<file path="config.mk">
export PLATFORM = sky130hd
export DESIGN_NAME = soc_dbg_master_flat
export DESIGN_NICKNAME = d
export VERILOG_FILES = /design/src/rtl/soc_dbg_master_pkg.sv /design/src/rtl/soc_dbg_master_if.sv /design/src/rtl/soc_dbg_master_txser.sv /design/src/rtl/soc_dbg_master.sv /design/src/flat_wrapper.sv
export SDC_FILE = /design/constraint.sdc
export NUM_CORES = 1
export LEC_CHECK = 0
export CORE_UTILIZATION = 50
export DETAILED_ROUTE_END_ITERATION = 8
export GPL_TIMING_DRIVEN = 0
export MAX_ROUTING_LAYER = met4
export PLACE_DENSITY = 0.82
export SLEW_MARGIN = 20
export SYNTH_ARGS = -nofsm -noshare
export SYNTH_HDL_FRONTEND = slang
export SYNTH_SLANG_ARGS = --single-unit
</file>
<file path="constraint.sdc">
create_clock -name clk -period 2.8 [get_ports clk]
set_clock_uncertainty 0.05 [all_clocks]
set_input_delay 0.56 -clock clk [delete_from_list [all_inputs] [get_ports clk]]
set_output_delay 0.56 -clock clk [all_outputs]
set_load 0.01 [all_outputs]
</file>
<file path="src/rtl/soc_dbg_master_pkg.sv">
// Shared definitions for the debug bus initiator: protocol byte codes,
// FSM state encoding and small helpers.
package soc_dbg_master_pkg;

  localparam logic [7:0] CMD_RD      = 8'h01;
  localparam logic [7:0] CMD_WR      = 8'h02;

  localparam logic [7:0] RSP_RD      = 8'hA1;
  localparam logic [7:0] RSP_WR      = 8'hA2;
  localparam logic [7:0] RSP_BADCMD  = 8'hEE;
  localparam logic [7:0] RSP_TIMEOUT = 8'hEF;

  // Response lengths in bytes: status only, or status plus a data word.
  localparam logic [2:0] RSP_LEN_SHORT = 3'd1;
  localparam logic [2:0] RSP_LEN_LONG  = 3'd5;

  typedef enum logic [2:0] {
    IDLE = 3'd0,
    ADDR = 3'd1,
    DATA = 3'd2,
    REQ  = 3'd3,
    BUS  = 3'd4,
    RESP = 3'd5
  } state_t;

  function automatic logic [31:0] word_align(input logic [31:0] a);
    return {a[31:2], 2'b00};
  endfunction

endpackage

</file>
<file path="src/rtl/soc_dbg_master_if.sv">
// Byte-stream and memory-bus signals of the debug initiator, bundled so the
// master and its environment connect through a single port.
interface soc_dbg_master_if;
  logic [7:0]  i_rx_data;
  logic        i_rx_valid;
  logic [7:0]  o_tx_data;
  logic        o_tx_valid;
  logic        i_tx_ready;
  logic        o_req;
  logic        i_gnt;
  logic        o_stb;
  logic        o_rw;
  logic [31:0] o_addr;
  logic [31:0] o_dtw;
  logic        i_ack;
  logic [31:0] i_dtr;
  logic        o_busy;
  logic        o_rx_drop;

  modport master (
    input  i_rx_data, i_rx_valid, i_tx_ready, i_gnt, i_ack, i_dtr,
    output o_tx_data, o_tx_valid, o_req, o_stb, o_rw, o_addr, o_dtw,
           o_busy, o_rx_drop
  );

  modport slave (
    output i_rx_data, i_rx_valid, i_tx_ready, i_gnt, i_ack, i_dtr,
    input  o_tx_data, o_tx_valid, o_req, o_stb, o_rw, o_addr, o_dtw,
           o_busy, o_rx_drop
  );
endinterface

</file>
<file path="src/rtl/soc_dbg_master_txser.sv">
// Response serialiser: takes up to five bytes (left-justified in 40 bits) and
// sends them MSB-first over a valid/ready byte interface.
module soc_dbg_txser (
  input  logic        clk,
  input  logic        reset_n,
  input  logic        load,
  input  logic [39:0] load_data,
  input  logic [2:0]  load_len,
  output logic [7:0]  tx_data,
  input  logic        tx_ready,
  output logic        tx_valid,
  output logic        done
);

  logic [39:0] shift_reg;
  logic [2:0]  left_reg;
  logic        valid_reg;
  logic        fire;

  assign fire = valid_reg & tx_ready;

  always_ff @(posedge clk or negedge reset_n) begin
    if (!reset_n) begin
      shift_reg <= '0;
      left_reg  <= '0;
      valid_reg <= 1'b0;
    end else if (load) begin
      shift_reg <= load_data;
      left_reg  <= load_len;
      valid_reg <= 1'b1;
    end else if (fire) begin
      shift_reg <= {shift_reg[31:0], 8'h00};
      left_reg  <= left_reg - 3'd1;
      if (left_reg == 3'd1) valid_reg <= 1'b0;
    end
  end

  assign tx_data  = shift_reg[39:32];
  assign tx_valid = valid_reg;
  // Combinational so the parent FSM leaves RESP on the same edge valid drops.
  assign done     = fire & (left_reg == 3'd1);

endmodule

</file>
<file path="src/rtl/soc_dbg_master.sv">
// Debug bus initiator: decodes RD/WR byte frames, performs one bus cycle via
// the arbiter req/gnt handshake, and returns a status/data byte response.
module soc_dbg_master
  import soc_dbg_master_pkg::*;
#(
  parameter int TIMEOUT = 255,
  parameter int TO_BITS = 16
) (
  input  logic              clk,
  input  logic              reset_n,
  soc_dbg_master_if.master  bus
);

  localparam logic [TO_BITS-1:0] TO_LIMIT = TO_BITS'(TIMEOUT);

  state_t             state_reg, state_next;
  logic [1:0]         cnt_reg, cnt_next;
  logic [31:0]        addr_reg, addr_next;
  logic [31:0]        dtw_reg, dtw_next;
  logic               rw_reg, rw_next;
  logic               stb_reg, stb_next;
  logic               drop_reg, drop_next;
  logic [TO_BITS-1:0] to_reg, to_next;

  logic               req;
  logic               to_hit;
  logic               ld;
  logic [39:0]        ld_data;
  logic [2:0]         ld_len;
  logic               tx_done;

  assign to_hit = (to_reg == TO_LIMIT);

  always_ff @(posedge clk or negedge reset_n) begin
    if (!reset_n) begin
      state_reg <= IDLE;
      cnt_reg   <= '0;
      addr_reg  <= '0;
      dtw_reg   <= '0;
      rw_reg    <= 1'b0;
      stb_reg   <= 1'b0;
      drop_reg  <= 1'b0;
      to_reg    <= '0;
    end else begin
      state_reg <= state_next;
      cnt_reg   <= cnt_next;
      addr_reg  <= addr_next;
      dtw_reg   <= dtw_next;
      rw_reg    <= rw_next;
      stb_reg   <= stb_next;
      drop_reg  <= drop_next;
      to_reg    <= to_next;
    end
  end

  always_comb begin
    state_next = state_reg;
    cnt_next   = cnt_reg;
    addr_next  = addr_reg;
    dtw_next   = dtw_reg;
    rw_next    = rw_reg;
    to_next    = to_reg;
    stb_next   = 1'b0;
    drop_next  = 1'b0;
    req        = 1'b0;
    ld         = 1'b0;
    ld_data    = '0;
    ld_len     = RSP_LEN_SHORT;

    case (state_reg)
      IDLE: begin
        if (bus.i_rx_valid) begin
          if (bus.i_rx_data == CMD_RD || bus.i_rx_data == CMD_WR) begin
            rw_next    = (bus.i_rx_data == CMD_WR);
            cnt_next   = '0;
            state_next = ADDR;
          end else begin
            ld         = 1'b1;
            ld_data    = {RSP_BADCMD, 32'h0};
            state_next = RESP;
          end
        end
      end
      ADDR: begin
        if (bus.i_rx_valid) begin
          addr_next = {addr_reg[23:0], bus.i_rx_data};
          cnt_next  = cnt_reg + 2'd1;
          if (cnt_reg == 2'd3) state_next = rw_reg ? DATA : REQ;
        end
      end
      DATA: begin
        if (bus.i_rx_valid) begin
          dtw_next = {dtw_reg[23:0], bus.i_rx_data};
          cnt_next = cnt_reg + 2'd1;
          if (cnt_reg == 2'd3) state_next = REQ;
        end
      end
      REQ: begin
        req       = 1'b1;
        drop_next = bus.i_rx_valid;
        to_next   = '0;
        if (bus.i_gnt) begin
          stb_next   = 1'b1;
          state_next = BUS;
        end
      end
      BUS: begin
        drop_next = bus.i_rx_valid;
        // Ack is tested first so it wins over a timeout in the same cycle.
        if (bus.i_ack) begin
          ld         = 1'b1;
          ld_data    = rw_reg ? {RSP_WR, 32'h0} : {RSP_RD, bus.i_dtr};
          ld_len     = rw_reg ? RSP_LEN_SHORT : RSP_LEN_LONG;
          state_next = RESP;
        end else if (to_hit) begin
          ld         = 1'b1;
          ld_data    = {RSP_TIMEOUT, 32'h0};
          state_next = RESP;
        end else begin
          req     = 1'b1;
          to_next = to_reg + 1'b1;
        end
      end
      RESP: begin
        drop_next = bus.i_rx_valid;
        if (tx_done) state_next = IDLE;
      end
      default: state_next = IDLE;
    endcase
  end

  soc_dbg_txser u_txser (
    .clk       (clk),
    .reset_n   (reset_n),
    .load      (ld),
    .load_data (ld_data),
    .load_len  (ld_len),
    .tx_data   (bus.o_tx_data),
    .tx_ready  (bus.i_tx_ready),
    .tx_valid  (bus.o_tx_valid),
    .done      (tx_done)
  );

  assign bus.o_req     = req;
  assign bus.o_stb     = stb_reg;
  assign bus.o_rw      = rw_reg;
  assign bus.o_addr    = word_align(addr_reg);
  assign bus.o_dtw     = dtw_reg;
  assign bus.o_busy    = (state_reg != IDLE);
  assign bus.o_rx_drop = drop_reg;

endmodule

</file>
<file path="src/flat_wrapper.sv">
// flat-port wrapper written by rule: the top's interface ports become plain ports
module soc_dbg_master_flat import soc_dbg_master_pkg::*;
#(
  parameter int TIMEOUT = 255,
  parameter int TO_BITS = 16
)
  (clk, reset_n, bus_i_rx_data, bus_i_rx_valid, bus_i_tx_ready, bus_i_gnt, bus_i_ack, bus_i_dtr, bus_o_tx_data, bus_o_tx_valid, bus_o_req, bus_o_stb, bus_o_rw, bus_o_addr, bus_o_dtw, bus_o_busy, bus_o_rx_drop);
  soc_dbg_master_if bus_i ();
  input  logic clk;
  input  logic reset_n;
  input wire logic [$bits(bus_i.i_rx_data)-1:0] bus_i_rx_data;
  input wire logic [$bits(bus_i.i_rx_valid)-1:0] bus_i_rx_valid;
  input wire logic [$bits(bus_i.i_tx_ready)-1:0] bus_i_tx_ready;
  input wire logic [$bits(bus_i.i_gnt)-1:0] bus_i_gnt;
  input wire logic [$bits(bus_i.i_ack)-1:0] bus_i_ack;
  input wire logic [$bits(bus_i.i_dtr)-1:0] bus_i_dtr;
  output wire logic [$bits(bus_i.o_tx_data)-1:0] bus_o_tx_data;
  output wire logic [$bits(bus_i.o_tx_valid)-1:0] bus_o_tx_valid;
  output wire logic [$bits(bus_i.o_req)-1:0] bus_o_req;
  output wire logic [$bits(bus_i.o_stb)-1:0] bus_o_stb;
  output wire logic [$bits(bus_i.o_rw)-1:0] bus_o_rw;
  output wire logic [$bits(bus_i.o_addr)-1:0] bus_o_addr;
  output wire logic [$bits(bus_i.o_dtw)-1:0] bus_o_dtw;
  output wire logic [$bits(bus_i.o_busy)-1:0] bus_o_busy;
  output wire logic [$bits(bus_i.o_rx_drop)-1:0] bus_o_rx_drop;
  assign bus_i.i_rx_data = bus_i_rx_data;
  assign bus_i.i_rx_valid = bus_i_rx_valid;
  assign bus_i.i_tx_ready = bus_i_tx_ready;
  assign bus_i.i_gnt = bus_i_gnt;
  assign bus_i.i_ack = bus_i_ack;
  assign bus_i.i_dtr = bus_i_dtr;
  assign bus_o_tx_data = bus_i.o_tx_data;
  assign bus_o_tx_valid = bus_i.o_tx_valid;
  assign bus_o_req = bus_i.o_req;
  assign bus_o_stb = bus_i.o_stb;
  assign bus_o_rw = bus_i.o_rw;
  assign bus_o_addr = bus_i.o_addr;
  assign bus_o_dtw = bus_i.o_dtw;
  assign bus_o_busy = bus_i.o_busy;
  assign bus_o_rx_drop = bus_i.o_rx_drop;
  soc_dbg_master #(.TIMEOUT(TIMEOUT), .TO_BITS(TO_BITS)) u_core (.clk(clk), .reset_n(reset_n), .bus(bus_i));
endmodule
</file>
After elaboration in Yosys (flattened, before gate mapping)

Index checks and enable logic that the tools add are counted.

Add/subtract/negate cells: 3
Equal/unequal tests: 22
Muxes and demuxes: 46
Bitwise logic cells: 2
Reductions and logical operators: 16

Operators with widths:

| cell                                                  | count |
|---|---|
| two-way mux 40 bit                                    | 6 |
| case mux 40 bit (2 select lines)                      | 1 |
| two-way mux 3 bit                                     | 15 |
| two-way mux 34 bit                                    | 1 |
| two-way mux 16 bit                                    | 2 |
| case mux 16 bit (2 select lines)                      | 1 |
| case mux 3 bit (6 select lines)                       | 1 |
| adder 16 x 1 -> 16 bit, second input constant         | 1 |
| == test 16 x 8 -> 1 bit, second input constant        | 1 |
| two-way mux 1 bit                                     | 13 |
| inequality test 2 bit, second input constant          | 6 |
| inequality test 2 x 1 -> 1 bit, second input constant | 5 |
| == test 8 x 1 -> 1 bit, second input constant         | 1 |
| == test 8 x 2 -> 1 bit, second input constant         | 1 |
| AND reduction 8 bit                                   | 1 |
| nonzero test 2 bit                                    | 4 |
| == test 3 x 1 -> 1 bit, second input constant         | 2 |
| == test 3 x 2 -> 1 bit, second input constant         | 2 |
| == test 3 bit, second input constant                  | 2 |
| two-way mux 2 bit                                     | 3 |
| AND reduction 2 bit                                   | 3 |
| AND reduction 3 bit                                   | 2 |
| case mux 1 bit (2 select lines)                       | 2 |
| case mux 2 bit (2 select lines)                       | 1 |
| other kinds (11)                                      | 12 |

Bits in registers: 132
Bits of input ports: 46
Output and inout port bits: 78
Logic and storage cells: 100

Logic depth before layout (Yosys ltp)

Depth in word-level cells: 7
Mapped depth: 9

By module

From an unflattened synthesis, not the netlist that was laid out.

Cells, all modules: 580
Area, all modules: 6,451.2 um^2

By module, submodules not included:

| module         | times used | cells an instance | area an instance (um^2) |
|---|---|---|---|
| soc_dbg_master | 1          | 377               | 4,362.9 |
| soc_dbg_txser  | 1          | 203               | 2,088.3 |

Worst setup path before layout

OpenSTA, ideal clock, no wires.

Path type: register to output
From: register u_core.to_reg[10]
To: output bus_o_req
Arrival: 1,909 ps
Setup slack: 281 ps
Stages on the path, launching flop included: 7
Path buffers: 1
Cell sequence: dfrtp_1 -> or4b_1 -> or4_4 -> and2_0 -> buf_2 -> nor2_4 -> inv_1

Longest elaborated chain between the ends: 4

Ends and longest elaborated chain:

| element                         | line                  | RTL |
|---|---|---|
| from (decl)                     | soc_dbg_master.sv:23  | `logic [TO_BITS-1:0] to_reg, to_next;` |
| from (signal assigned)          | soc_dbg_master.sv:52  | `to_reg <= to_next;` |
| == test 16 x 8 -> 1 bit         | soc_dbg_master.sv:32  | `assign to_hit = (to_reg == TO_LIMIT);` |
| two-way mux 1 bit               | soc_dbg_master.sv:115 | `end else if (to_hit) begin` |
| two-way mux 1 bit               | soc_dbg_master.sv:110 | `if (bus.i_ack) begin` |
| case mux 1 bit (2 select lines) | soc_dbg_master.sv:70  | `case (state_reg)` |
| to (decl)                       | flat_wrapper.sv:19    | `output wire logic [$bits(bus_i.o_req)-1:0] bus_o_req;` |

No other way between the ends.

Worst setup path in the final report

From: register u_core.to_reg[13]
To: output bus_o_req

The elaborated chain is that of the path after synthesis.

==> impl_metrics.yaml <==
cells_and_area:
  drive_gt1_share_pct: 28.8
  largest_reg_flops: 40
  stdcell_count: 872
  final_util_pct: 70.4
  nets: 741
  diodes: 0
  area_growth_pct: 35.6
drt:
  num_vias: 4753
  wl_met1_um: 6280
  postRouteAntennaNets: 0
  dr.pass1.iters: 5
  drc_errors: 0
  routed.top_layer: "met4"
  finalWirelength_um: 14800
  wl_met3_um: 659
  dr.first_iter.drc_count: 287
  drt-wirelength-per-cell_um: 17.0
  via_per_inst: 5.45
  wl_met2_um: 7550
timing:
  setup_viol: 2
  worst_slew_pin_slew_ns: 0.828
  maxSlewHeadroom_pct: 44.0
  fmax_mhz: 340
  period_minus_slack_ns: 2.94
  timing.final.ws_setup_ns: -0.141
  slew_violations: 0
  rsz0062_at_grt: "true"
  finalCritPeriodShare_pct: 105
  final-hold-violation-count: 0
  hold-worst-slack_ns: 0.454
synth:
  synth_edf_count: 0
  synth_top_cell_area_share_pct: 52.3
  synth_cell_type_count: 60
  synth-seq-cells: 132
  synth_seq_area_share_pct: 52.3
  yosysTopAreaCell: "dfrtp_1"
  async_flop_share_pct: 100
  synth_area_leaders: "dfrtp_1 52%, mux2_2 12%, buf_4 4.9%"
  synthCells: 532
  yosysMostFrequentCell: "dfrtp_1"
  synth-warning-count: 0
  synth_ff_type: "dfrtp_1"
  postSynthAreaPerCell_um2: 11.9
  synth_common_cells: "132 x dfrtp_1, 65 x mux2_2, 55 x nand2_1"
  syn_area_um2: 6310
worst_setup_path:
  reg2reg_depth: 13
  critPathBufInv: 2
  cp_slowest_stage_delay_ns: 0.54
  reg2reg_slack_ns: 0
  crit_fanout: 4
  worstSetupPathType: "register to primary output"
  endpoint_kind: "primary output"
  crit_chain: "or4b_1 > or4_4 > and2_4 > nor2_4 > inv_2 > buf_6"
  rr_endpoint: "u_core.to_reg[0]"
  path_delay_family: "simple AND/OR/NAND/NOR gates"
  cp.required_ns: 2.19
  reg2reg_from: "u_core.to_reg[13]"
  arrival_ns: 2.33
  crit_path_top_delay_cell: "or4_4"
  critPathLaunchType: "register"
flow_run:
  cap_violations: 0
floorplan:
  initial_utilization_pct: 51.9
  dieArea_um2: 13100
  coreArea_um2: 12200
  std_cell_rows: 40
  die_h_um: 114
  io_pins: 124
  die_w_um: 114
status:
  violations: "setup timing"
  status: "finished, violations left"
place:
  hpwl_um: 10100
  port-buffer-count: 121
  dp_cells: 823
  gp_congestion: 0.824
pwr:
  peakVddDrop_mv: 0.555
  p_leak_nw: 3.68
  p_per_area_nw_per_um2: 1130
min_path:
  min_path_type: "register to register"
  hp-start: "u_core.u_txser.shift_reg[4]"
  worstHoldEndpoint: "u_core.u_txser.shift_reg[4]"
  min_path_cells: 1
global_routing:
  grt_pass1_vias: 5008
  grt_start_max_net_pins: 84
  grt_pass1_wl_um: 24500
  antenna_found_initial: 0
  gr-total-overflow: 0
  track_usage_pct: 25.1
cts:
  numCtsBuffers: 17
  cts_tree: "done"
  clk_path_buf_depth: 2
  cts_sinks: 132
  htreeDepth: 4
  clk_pin_slew_ns: 0.06
  clkLatencyLatePin_ns: 0.42
  root_buffer: "clkbuf_16"
final cells by class:
class | instances | area, um2
Clock buffer | 18 | 439
Fill cell | 861 | 3600
Timing Repair Buffer | 140 | 1400
Buffer | 70 | 462
Multi-Input combinational cell | 322 | 2540
Clock inverter | 14 | 178
Inverter | 8 | 30.0
Sequential cell | 132 | 3300
Tap cell | 168 | 210
through the flow:
| stage | TNS, ns | total power, mW | area, um2 | setup slack (ns) |
|---|---|---|---|---|
| after detailed placement | -13.27 | 7.23 | 7770 | -0.430 |
| after global routing | -0.315 | 10.2 | 8560 | -0.214 |
| after CTS | -0.594 | 9.70 | 8510 | -0.347 |
| after floorplan | 0 | 5.66 | 6310 | 0.281 |
| after global placement | -525.14 | 7.05 | 7740 | -3.90 |
| final | -0.142 | 9.69 | 8560 | -0.141 |
worst reg2reg max path, cell delays in order, from the launching register on:
cell,delay (ns)
dfrtp_1,0.40
or4b_1,0.52
or4_4,0.54
and2_4,0.19
nor2_4,0.10
inv_2,0.06
buf_4,0.13
buf_6,0.10
buf_6,0.10
buf_6,0.10
buf_6,0.10
buf_4,0.12
buf_4,0.12
mux2i_1,0.11
power breakdown:
part | switching (mW) | leakage [nW] | internal (mW)
combinational | 1.68 | 1.73 | 2.49
clock | 0.870 | 0.289 | 1.43
sequential | 0.553 | 1.66 | 2.66
total | 3.10 | 3.68 | 6.59
layout by cell type (no fill, tap or decap), types with 6 or more instances in the layout:
cell,Yosys,final
dfrtp_1,132,132
clkdlybuf4s50_1,0,119
mux2_2,65,65
nand2_1,55,55
buf_4,41,53
o211ai_1,24,24
nor2_1,23,22
clkbuf_1,21,20
a2bb2oi_2,20,20
clkbuf_16,0,17
nand3_1,13,13
o21ai_0,10,10
a22o_1,8,8
inv_1,8,7
nand4_1,7,7
xor2_1,7,7
a2bb2oi_1,7,7
buf_2,7,6
buf_6,0,6
a21oi_1,6,6
nand2b_1,6,6
cell families after synthesis:
group,Yosys count,share of synthesized area (%)
xor gates and xnor gates,10,1.39
and+or+nand+nor,138,11.0
other,1,0.0594
DFF,132,52.3
AOI/OAI and AO/OA,101,14.7
adders and majority gates,4,0.793
muxes,67,11.9
buffers and inverters,79,7.79
per-layer routing:
| metal | global-route usage (%) | up-vias |
|---|---|---|
| li1 | - | 2190 |
| met1 | 31.2 | 2367 |
| met2 | 40.6 | 161 |
| met3 | 4.61 | 35 |
| met4 | 10.7 | 0 |
| met5 | - | - |
what timing repair did:
action	4_1_cts	5_1_grt
gates resized for setup	12	8
pin swaps	3	4
buffers inserted	13	8
endpoints found under the hold margin	15	0
endpoints found under the setup margin	2	17
hold buffers	1	0
worst max-delay path by stage:
stage	from	endpoint	slack, ns	depth (start not counted)
5_1_grt	u_core.to_reg[13]	bus_o_req	-0.21	6
3_3_place_gp	reset_n	u_core.u_txser.shift_reg[5]	-3.90	1
6_report	u_core.to_reg[13]	bus_o_req	-0.14	6
3_5_place_dp	bus_i_rx_data[5]	u_core.u_txser.shift_reg[3]	-0.43	6
4_1_cts	u_core.to_reg[0]	bus_o_req	-0.35	8
2_1_floorplan	u_core.to_reg[10]	bus_o_req	0.28	6
Note: power is estimated with default switching activity, not from simulation.
==> patch 1: new RTL, same flow settings <==
`TO_BITS` is set to 16 in 2 places; all go to 24.
--- a/src/rtl/soc_dbg_master.sv
+++ b/src/rtl/soc_dbg_master.sv
@@ -5,5 +5,5 @@
 #(
   parameter int TIMEOUT = 255,
-  parameter int TO_BITS = 16
+  parameter int TO_BITS = 24
 ) (
   input  logic              clk,
--- a/src/flat_wrapper.sv
+++ b/src/flat_wrapper.sv
@@ -3,5 +3,5 @@
 #(
   parameter int TIMEOUT = 255,
-  parameter int TO_BITS = 16
+  parameter int TO_BITS = 24
 )
   (clk, reset_n, bus_i_rx_data, bus_i_rx_valid, bus_i_tx_ready, bus_i_gnt, bus_i_ack, bus_i_dtr, bus_o_tx_data, bus_o_tx_valid, bus_o_req, bus_o_stb, bus_o_rw, bus_o_addr, bus_o_dtw, bus_o_busy, bus_o_rx_drop);
Check against the original RTL: no difference found for any inputs over 4 cycles, from zero or initial values and one cycle with reset_n low; that may be too few to reach the edited logic, so the function may still have changed.
==> patch 1 against the unedited design <==
Combinational power fell by 13%; total power is 2.6% lower; critical path type is now in -> reg; global-route usage is 0.11 points higher; final area up 3.3%; worst setup slack gained 160 ps; wire length up 6.1%; sequential cell count increased by 8; area after synthesis grew 3.7%; highest routed layer unchanged.
==> patch 1: results (changes against the unedited design) <==
Power and ir drop
  – Clock power frac: 0.269 (+0.032)
  – PwrDens: 1068 nW/um^2 (-5.7%)
  – Comb pwr: 3.61 mW (-13%)
  – Peak supply drop: 0.5411 mV (-2.5%)

Setup path
  – R2R Setup Slk: 280 ps (+280 ps)
  – CP max-delay cell: clkdlybuf4s50_1
  – CP Data Arrival Time: 3030 ps (+700 ps)
  – Worst r2r path cells: 7 (-6)
  – Reg2reg end: u_core.u_txser.shift_reg[22]

GRT
  – First-pass GRT wire length: 25290 um (+3.4%)
  – Pin count of the biggest net entering global routing: 85 (+1.2%)
  – Overall routing resource usage: 0.2525 (+0.001146)

Finish
  – Comb_multi_in: 374 (+16%)
  – Layout filler cell count: 920 (+6.9%)
  – Synthesis-to-finish area growth: 35.01%
  – Nonclk inv count: 9 (+1)
  – ClkCell Share: 0.07615 (+0.004064)
  – Multi-input gate area: 2655 um^2 (+4.6%)

Synth
  – Synth Register Bits: 140 (+6.1%)
  – Mux contribution to synthesized area: 0.1116 (-0.007552)
  – Synth Area in Compound Gates: 0.1387 (-0.007974)
  – Area contributors post-synth: dfrtp_1 54%, mux2_2 11%, buf_4 4.6%, o21ai_0 4.4%, o21a_1 2.9%
  – Post-synth top cells: 140 x dfrtp_1, 64 x mux2_2, 58 x o21ai_0
  – Syn Inst Count: 593 (+11%)

STA
  – Rel. slew slack: 0.4563 (+0.01621)

Outcome
  – Status: completed

Placement
  – Gpl congestion: 0.8477 (+2.9%)
  – Hpwl dp: 10700 um (+5.9%)
  – Placed Cells: 888 (+7.9%)

Drt
  – DRT iter0 DRCs: 303 (+5.6%)
  – Met2 wire length: 8108 um (+7.4%)
  – WL/cell: 16.98 um (about the same)
  – Via count: 5100 (+7.3%)

Min path
  – Worst Hold Class: in -> async
[patch 1: changes by cell type in the layout (fill, tap and decap cells not counted), moves of 6 or more]
cell | before | now
o21ai_1 | 0 | 12
o21ai_0 | 10 | 58
a2bb2oi_2 | 20 | 0
o211ai_1 | 24 | 2
nand2_1 | 55 | 47
o21a_1 | 0 | 25
and2_1 | 4 | 11
a2bb2oi_1 | 7 | 1
[patch 1: metrics by stage]
step                      setup slack (ps)  hold WS (ps)
after floorplan                      222.4         214.4
after global placement               -4256         417.1
after detailed placement            -569.1         424.7
after CTS                            39.46         113.1
after global routing                -9.287         137.0
final                                19.34         102.0
[patch 1: worst max path at each step]
| stage | startpoint | end | cells after the start |
|---|---|---|---|
| after floorplan | bus_i_rx_data[5] | u_core.u_txser.shift_reg[10] | 7 |
| after global placement | reset_n | u_core.bus.o_dtw[14] | 1 |
| after detailed placement | bus_i_rx_data[5] | u_core.u_txser.shift_reg[13] | 8 |
| after CTS | bus_i_rx_data[5] | u_core.u_txser.shift_reg[24] | 8 |
| after global routing | bus_i_rx_data[6] | u_core.u_txser.shift_reg[24] | 8 |
| final | bus_i_rx_data[6] | u_core.u_txser.shift_reg[24] | 8 |
[patch 1: kinds of logic after synthesis]
logic type               Yosys count
adder cells (fa/ha/maj)            4
buffers and inverters             80
AO/OA/AOI/OAI                    142
other                              1
multiplexers                      65
AND/OR/NAND/NOR                  146
flip-flops                       140
XOR/XNOR                          15
[patch 1: what timing repair did]
| item | in CTS | in global routing |
|---|---|---|
| buffers inserted | 4 | 4 |
| pin swaps | 3 | 5 |
| setup endpoints to repair | 23 | 2 |
| gates resized for setup | 12 | 16 |
| gates cloned | 0 | 0 |
==> patch 2: new RTL, same flow settings <==
Without the edit above. The 6 states of `state_t` get a one-hot encoding in 6 bits.
--- a/src/rtl/soc_dbg_master_pkg.sv
+++ b/src/rtl/soc_dbg_master_pkg.sv
@@ -15,11 +15,11 @@
   localparam logic [2:0] RSP_LEN_LONG  = 3'd5;
 
-  typedef enum logic [2:0] {
-    IDLE = 3'd0,
-    ADDR = 3'd1,
-    DATA = 3'd2,
-    REQ  = 3'd3,
-    BUS  = 3'd4,
-    RESP = 3'd5
+  typedef enum logic [5:0] {
+    IDLE = 6'b000001,
+    ADDR = 6'b000010,
+    DATA = 6'b000100,
+    REQ  = 6'b001000,
+    BUS  = 6'b010000,
+    RESP = 6'b100000
   } state_t;
 
Formal check against the unedited RTL: same outputs for any inputs over 4 cycles, from zero or initial values and one cycle with reset_n low; so few cycles prove little.
==> patch 2 against the unedited design <==
Critical path depth stayed put; highest routed layer unchanged; area after synthesis is 2.0% lower; count of clock-buffer cells in the layout is 4 higher; worst setup slack better by 190 ps; utilization is 1.1 points lower; critical path type unchanged; largest cell class unchanged; synthesized cell count is 7.5% higher; first-iteration DRC count is 12% higher; sequential cell count is 3 higher; sequential share of layout area is 2.1 points higher; wire length is 0.78% lower; final area is 2.8% lower.
Power is not compared: it rests on default switching activity, and its combinational part moved more than twofold at a synthesized area within 25%.
==> patch 2: results (changes against the unedited design) <==
Outcome
  – Status: completed

GRT
  – GRT overflow: 0 (unchanged)
  – Pin count of the biggest net entering global routing: 99 (+18%)
  – Met3 global-route usage: 0.04981 (+0.003756)
  – Vias in the first global route: 4877 (-2.6%)
  – Antenna violations before repair: 0 (unchanged)
  – M2 GR Usage: 0.4119 (+0.006204)
  – First-pass GRT wire length: 23580 um (-3.6%)
  – Met1 Resource Use GR: 0.2910 (-0.02088)
  – Overall routing resource usage: 0.2469 (-0.004408)

Clock network
  – CTS Buf Count: 17 (unchanged)
  – Clock latency on the worst-skew pair: 420 ps (about the same)
  – CTS Buffer Depth: 2 (unchanged)
  – Clock slew at reported path FFs: 50 ps
  – Root Driver: clkbuf_16
  – H-tree levels: 4 (unchanged)

Synth
  – Post-synth ARST share: 1.000 (unchanged)
  – Sequential share of the synthesized area: 0.5464 (+0.02304)
  – Avg Cell Area, Syn: 10.81 um^2 (-8.9%)
  – Area contributors post-synth: dfrtp_1 54%, mux2_2 12%, buf_4 5.0%, nand2_1 3.5%, a21oi_1 3.1%
  – Synthesis Warnings: 0 (unchanged)
  – Post-synth top cells: 134 x dfrtp_1, 65 x mux2_2, 58 x nand2_1
  – Library cells used by synthesis: 52 (-13%)

Min path
  – Worst Hold Class: reg -> reg

Drt
  – Met2 wire length: 7825 um (+3.7%)
  – Met3 wire length: 575 um (-13%)
  – WL met1: 6006 um (-4.4%)
  – Top layer in use: met4
  – DRT iter0 DRCs: 322 (+12%)
  – Vias per inst: 5.498 (+0.86%)
  – WL/cell: 16.78 um (-1.2%)
  – Drt pass-1 iters: 5 (unchanged)

Finish
  – Max reg flops: 40 (unchanged)
  – Share of cells above drive strength 1: 0.2305 (-0.05790)
  – Non-filler cells in the finished layout: 876 (+0.46%)
  – Post-layout nets: 767 (+3.5%)
  – Antenna cells: 0 (unchanged)

Setup path
  – Crit path max fanout: 5 (+1)
  – CP max-delay cell: clkdlybuf4s50_1
  – CP Data Arrival Time: 2140 ps (-190 ps)
  – Critical path's largest stage delay: 510 ps (-30 ps)
  – CP top delay family: buffers and inverters

STA
  – Fin. Hold Viols: 0 (unchanged)
  – Worst Tran Pin Value: 687.2 ps (-140.9 ps)

Power and ir drop
  – Internal Pwr Total: 4.365 mW
  – Peak supply drop: 0.4164 mV
  – Leakage Power: 3.867 nW

Placement
  – Gpl congestion: 0.8704 (+5.7%)
  – Hpwl dp: 10000 um (-1.1%)
  – Port bufs: 120 (-0.83%)
  – Placed Cells: 841 (+2.2%)
patch 2: cell types whose count changed after synthesis, moves of 6 or more:
cell / delta
o21ai_0: +25
or4_1: +6
o211ai_1: -22
nor2_1: +22
a2bb2oi_2: -20
a21oi_1: +32
a2bb2oi_1: -7
patch 2: cell families (layout without fill, tap and decap cells):
group                      Yosys count  after routing  synth area share
and+or+nand+nor                    166            166            0.1293
muxes                               66             66            0.1200
other                                1              2         0.0006063
xor gates and xnor gates            11             11           0.01558
buffers and inverters               82            238           0.07667
adders and majority gates            4              4          0.008093
AOI/OAI and AO/OA                  107            107            0.1034
DFF                                135            135            0.5464
patch 2: power by group through the flow:
stage          logic [mW]  clock network (mW)  registers [mW]
3_3_place_gp         1.35                   0            2.46
3_5_place_dp         1.42                   0            2.47
5_1_grt              1.62                2.34            2.51
6_report             1.47                2.21            2.48
4_1_cts              1.45                2.25            2.46
2_1_floorplan       0.932                   0            2.42
patch 2: area by class of cell:
cell class	count	area, um^2
plain buffers	65	419.2
clock buffers	22	494.2
clock inverters	9	97.59
fillers	872	3696
inverters	11	41.29
multi-input cells	356	2380
flip-flops and latches	135	3381
well taps	147	183.9
repair buffers	131	1319
patch 2: stage by stage:
| step | instance area [um^2] | setup slack (ps) | power [mW] | hold slack [ps] | TNS [ps] |
|---|---|---|---|---|---|
| CTS | 8255 | 19.60 | 6.159 | 448.3 | 0 |
| global route | 8315 | -28.19 | 6.468 | 466.0 | -28.19 |
| detailed placement | 7606 | -472.7 | 3.892 | 397.7 | -12070 |
| global placement | 7574 | -3920 | 3.813 | 423.2 | -533460 |
| finish | 8315 | 54.06 | 6.159 | 446.2 | 0 |
| floorplan | 6188 | 373.0 | 3.353 | 214.4 | 0 |
patch 2: path summary, 6_finish.rpt:
path                       slack (ps)  cells past startpoint                     endpoint                         from
setup / recovery                   50                      6                   bus_o_busy          u_core.state_reg[2]
hold / removal                    450                      1  u_core.u_txser.shift_reg[6]  u_core.u_txser.shift_reg[6]
setup reg to reg                  210                      7          u_core.state_reg[2]          u_core.state_reg[2]
hold reg to reg                   450                      1  u_core.u_txser.shift_reg[6]  u_core.u_txser.shift_reg[6]
max in group asynchronous        1360                      3          u_core.state_reg[3]                      reset_n
min in group asynchronous         580                      2         u_core.bus.o_dtw[28]                      reset_n
patch 2: worst register-to-register path, cell delays in order, from the launching register on:
cell       delay, ps
dfrtp_1          370
buf_6            130
or4_4            560
buf_4            170
nor4bb_1         370
a2111oi_0        170
o211ai_1         270
mux2_2           390
patch 2: repair_timing:
action                     4_1_cts  5_1_grt
gates resized for setup         11        6
setup endpoints to repair        2       31
hold buffers                     1        0
buffers inserted                 4        5
pin swaps                        4        3
hold endpoints to repair        37        0
